<file path="src/rtl/xor_accum.sv">
// xor_accum: folds a frame of words into a running bitwise XOR and presents
// the frame result (sum, parity, saturating word count, overflow flag) on a
// valid/ready output, holding it until the consumer takes it.
module xor_accum #(
  parameter  int WIDTH     = 16,
  parameter  int MAX_WORDS = 16,
  localparam int CNT_W     = $clog2(MAX_WORDS + 1)
) (
  input  logic             clk,
  input  logic             rst_n,
  input  logic             in_valid,
  output logic             in_ready,
  input  logic [WIDTH-1:0] in_data,
  input  logic             in_last,
  output logic             out_valid,
  input  logic             out_ready,
  output logic [WIDTH-1:0] out_sum,
  output logic             out_parity,
  output logic [CNT_W-1:0] out_count,
  output logic             out_err
);

  typedef enum logic {
    ACCUM = 1'b0,
    HOLD  = 1'b1
  } state_t;

  localparam logic [CNT_W-1:0] CNT_MAX = CNT_W'(MAX_WORDS);

  state_t           state_q, state_d;
  logic [WIDTH-1:0] acc_q, acc_d;
  logic [CNT_W-1:0] count_q, count_d;
  logic             err_q, err_d;
  logic [WIDTH-1:0] out_sum_q, out_sum_d;
  logic             out_parity_q, out_parity_d;
  logic [CNT_W-1:0] out_count_q, out_count_d;
  logic             out_err_q, out_err_d;

  logic             accept;
  logic [WIDTH-1:0] acc_nx;
  logic [CNT_W-1:0] cnt_nx;
  logic             err_nx;

  // Word counter that sticks at MAX_WORDS once the frame is full.
  function automatic logic [CNT_W-1:0] sat_inc(input logic [CNT_W-1:0] c);
    if (c == CNT_MAX) begin
      return c;
    end
    return c + CNT_W'(1);
  endfunction

  function automatic logic parity(input logic [WIDTH-1:0] v);
    return ^v;
  endfunction

  // Ready and valid decode straight from the registered state, so there is
  // never a combinational path from out_ready to in_ready.
  assign in_ready   = (state_q == ACCUM);
  assign out_valid  = (state_q == HOLD);
  assign accept     = in_valid && in_ready;

  assign out_sum    = out_sum_q;
  assign out_parity = out_parity_q;
  assign out_count  = out_count_q;
  assign out_err    = out_err_q;

  // Next-state logic: fold accepted beats, latch the result on the last beat,
  // clear everything when the held result is consumed.
  always_comb begin
    state_d      = state_q;
    acc_d        = acc_q;
    count_d      = count_q;
    err_d        = err_q;
    out_sum_d    = out_sum_q;
    out_parity_d = out_parity_q;
    out_count_d  = out_count_q;
    out_err_d    = out_err_q;

    acc_nx = acc_q ^ in_data;
    cnt_nx = sat_inc(count_q);
    // A beat arriving when the counter is already full is the overflow beat.
    err_nx = err_q | (count_q == CNT_MAX);

    case (state_q)
      ACCUM: begin
        if (accept) begin
          acc_d   = acc_nx;
          count_d = cnt_nx;
          err_d   = err_nx;
          if (in_last) begin
            state_d      = HOLD;
            out_sum_d    = acc_nx;
            out_parity_d = parity(acc_nx);
            out_count_d  = cnt_nx;
            out_err_d    = err_nx;
          end
        end
      end
      HOLD: begin
        if (out_ready) begin
          state_d      = ACCUM;
          acc_d        = '0;
          count_d      = '0;
          err_d        = 1'b0;
          out_sum_d    = '0;
          out_parity_d = 1'b0;
          out_count_d  = '0;
          out_err_d    = 1'b0;
        end
      end
    endcase
  end

  // State and result registers; reset discards any partial frame or result.
  always_ff @(posedge clk or negedge rst_n) begin
    if (!rst_n) begin
      state_q      <= ACCUM;
      acc_q        <= '0;
      count_q      <= '0;
      err_q        <= 1'b0;
      out_sum_q    <= '0;
      out_parity_q <= 1'b0;
      out_count_q  <= '0;
      out_err_q    <= 1'b0;
    end else begin
      state_q      <= state_d;
      acc_q        <= acc_d;
      count_q      <= count_d;
      err_q        <= err_d;
      out_sum_q    <= out_sum_d;
      out_parity_q <= out_parity_d;
      out_count_q  <= out_count_d;
      out_err_q    <= out_err_d;
    end
  end

endmodule

</file>
<file path="config.mk">
export PLATFORM = sky130hd
export DESIGN_NAME = xor_accum
export DESIGN_NICKNAME = d
export VERILOG_FILES = /design/src/rtl/xor_accum.sv
export SDC_FILE = /design/constraint.sdc
export NUM_CORES = 1
export LEC_CHECK = 0
export BUFFER_PORTS_ARGS = -buffer_cell sky130_fd_sc_hd__buf_2
export CORE_MARGIN = 8
export CORE_UTILIZATION = 54
export DETAILED_ROUTE_END_ITERATION = 16
export GPL_TIMING_DRIVEN = 0
export PLACE_DENSITY = 0.81
export SYNTH_ARGS = -nofsm -noshare
export SYNTH_HDL_FRONTEND = slang
export SYNTH_SLANG_ARGS = --single-unit
</file>
<file path="constraint.sdc">
create_clock -name clk -period 1.8 [get_ports clk]
set_input_delay 0.09 -clock clk [delete_from_list [all_inputs] [get_ports clk]]
set_output_delay 0.09 -clock clk [all_outputs]
set_load 0.01 [all_outputs]
</file>
==> impl_results.md <==
- Count of pins over their slew limit: 0
- Crit path kind: reg2reg
- Final hold violation count: 0
- Synth cell types: 26
- WL/cell: 15.69 um
- WL met3: 280 um
- CTS clock-pin slew for the worst setup and hold paths: 0.09 ns
- Slew headroom: 32.67%
- Avg Cell Area, Syn: 9.542 um2
- First-pass GRT wire length: 8832 um
- Setup_tns: 0 ns
- Netlist Area Pre-Place: 2195 um2
- Data required, critical path: 1.97 ns
- Max cap viols: 0
- Main synth FF type: dfrtp_1
- Post-DP HPWL: 3742 um
- Final min period: 1.702 ns
- Clk_skew: 0.009548 ns
- GRT Total Usage: 17.54%
- FP Rows: 23
- N_diodes: 0
- Drt via density: 5.385
- WL met2: 2608 um
- Yosys top cell area share: 52.45%
- Drc violations: 0
- Post-synthesis sequential area ratio: 52.45%
- Synth warn: 0
- Drt total wl: 5255 um
- Area Overhead vs Synth: 19.44%
- PD cells: 1266 nW/um2
- Synth top cells by count: dfrtp_1 (46), nand2_1 (40), o21ai_1 (40)
- Core area: 3943 um2
- Initial antenna violation count: 0
- Clk root buf: clkbuf_8
- Place WS: -0.07142 ns
- H-tree depth: 2
- Die area: 6360 um2
- Largest cells by area after synthesis: dfrtp_1 (52%), xnor2_1 (12%), o21ai_1 (9.1%), nand2_1 (6.8%), o21ai_0 (3.2%)
- Number of flops mapped to enable cells by yosys: 0
- Clock latency on the worst-skew pair: 0.30 ns
- Initial Utilization: 55.66%
- Fillers: 327
- Internal reg-to-reg setup slack: 0.1 ns
- Via count: 1804
- CTS max path bufs: 2
- Die width: 79.75 um
- Arr. time, crit path: 1.88 ns
- Clk sink count: 46
- Max VDD drop: 0.5327 mV
- Share of cells above drive strength 1: 23.51%
- Crit path setup slack, layout: 0.09829 ns
- Worst min path class: in2reg
- Area leader, netlist: dfrtp_1
- Cell with the most instances after synthesis: dfrtp_1
- Cells after Synth: 230
- Worst Setup Start Kind: flip-flop
- Highest net fanout along the worst path: 10
- Status: completed
- Fmax: 0.5876 GHz
- CTS buffer count: 5
- Yosys reg bits: 46
- Routed Antenna Nets: 0
- I/O Buffers: 45
- I/O Pins: 46
- Final setup violation count: 0
- RePlAce Congestion: 0.8603
- Setup crit end kind: flip-flop
- Starting DRT DRC Count: 94
- Tcrit/Tclk final: 94.54%
- Fraction of registers with async set/reset: 100.0%
- Nets: 307
- Mapped Nets: 253
- WL met1: 2273 um
- Worst Tran Pin Value: 1.010 ns
- CTS tree: yes
- Grt total ovfl: 0
- Total iterations of the first detailed-routing run: 4
- Top Metal Used: met4
- Pleak: 1.223 nW
- Vias in the first global route: 1865
- Die H: 79.75 um
- Largest net degree at the start of global routing: 47
-- metrics by stage --
stage	hold slack (ns)	std cells	instance area (um2)	util (%)	total power, mW
after floorplan	-0.2056	230	2195	-	2.297
after detailed placement	0.3219	325	2482	62.96	2.686
final	0.03362	335	2621	66.49	3.318
after CTS	0.03042	335	2603	66.01	3.338
after global placement	0.3162	325	2482	62.96	2.619
after global routing	0.03773	335	2621	66.49	3.543
-- cell families (layout without fill, tap and decap cells) --
family,count (synthesis),count (layout),share of synthesized area (%)
flops,46,46,52.45
mux,1,1,0.4561
buf+inv,12,67,2.679
fa+ha+maj,2,2,1.140
simple gates,67,67,12.31
xor+xnor,35,35,14.31
compound gates,67,67,16.65
-- final cells by class --
type | instances | area, um2 | share of cell area (%)
multi-input cells | 172 | 1005 | 38.33
well taps | 50 | 62.56 | 2.387
plain buffers | 9 | 56.30 | 2.148
flip-flops and latches | 46 | 1151 | 43.91
inverters | 3 | 11.26 | 0.4296
clock buffers | 5 | 68.82 | 2.625
repair buffers | 47 | 245.2 | 9.356
clock inverters | 3 | 21.27 | 0.8115
-- worst max-delay path, cell delays in order, from the launching register on --
cell and delay, ns:
dfrtp_1 0.39, buf_4 0.18, nor2b_2 0.22, buf_6 0.18
and2_4 0.19, a21oi_4 0.06, buf_4 0.19, nand2_1 0.08
o21ai_0 0.10
-- per-layer routing --
| metal | up-vias | global-route usage [%] |
|---|---|---|
| li1 | 875 | - |
| met1 | 872 | 21.13 |
| met2 | 46 | 29.01 |
| met3 | 11 | 4.279 |
| met4 | 0 | 7.818 |
| met5 | - | 0 |
-- sequential cells by signal, indices dropped and copies added, names as in the netlist --
register,flops
acc_q,16
out_sum,16
count_q,5
out_count,5
err_q,1
out_err,1
out_parity,1
out_valid,1
-- report_power, final --
group	leakage [nW]	total [mW]	internal, mW	switching (mW)
clock network	0.0441	0.638	0.273	0.365
registers	0.598	1.45	1.27	0.183
logic	0.581	1.23	0.569	0.659
total	1.22	3.32	2.11	1.21
-- cell usage in the layout, fill, tap and decap left out --
master / synthesis / layout
dfrtp_1: 46 / 46
clkbuf_8: 0 / 5
xor2_2: 1 / 1
mux2i_1: 1 / 1
ha_1: 2 / 2
inv_2: 1 / 1
nand2_1: 40 / 39
nor2b_1: 2 / 1
inv_1: 2 / 2
clkinv_2: 0 / 1
nand2_2: 0 / 1
clkinvlp_4: 0 / 1
a21oi_1: 4 / 4
buf_6: 0 / 1
xor2_1: 3 / 3
nor2b_2: 0 / 1
o31ai_1: 3 / 3
buf_2: 2 / 46
clkinv_4: 0 / 1
clkbuf_1: 4 / 2
xnor2_1: 31 / 31
or2_1: 1 / 1
and2_4: 0 / 1
o21ai_0: 14 / 14
nor2_1: 18 / 18
o21ai_1: 40 / 40
or3_1: 1 / 1
nand2b_1: 1 / 1
dlygate4sd3_1: 0 / 2
a22o_1: 5 / 5
buf_4: 3 / 3
a21oi_4: 0 / 1
nand3_1: 2 / 2
clkbuf_2: 0 / 2
nor3_2: 0 / 1
-- timing repair --
item / 4_1_cts / 5_1_grt
hold endpoints to repair: 38 / 0
setup endpoints to repair: 20 / 26
gates resized for setup: 3 / 8
buffers inserted: 0 / 0
hold buffers: 2 / 0
-- path summary, 6_finish.rpt --
kind	end	start	depth (start not counted)
worst min-delay path	acc_q[11]$_DFFE_PN0P_	in_data[11]	3
worst max register to register	out_sum[12]$_DFFE_PN0P_	out_valid$_DFF_PN0_	8
max in group asynchronous	acc_q[9]$_DFFE_PN0P_	rst_n	2
worst min register to register	out_sum[6]$_DFFE_PN0P_	out_sum[6]$_DFFE_PN0P_	2
worst max-delay path	out_sum[12]$_DFFE_PN0P_	out_valid$_DFF_PN0_	8
min in group asynchronous	out_sum[13]$_DFFE_PN0P_	rst_n	2
Power figures use the tool's default switching activity.
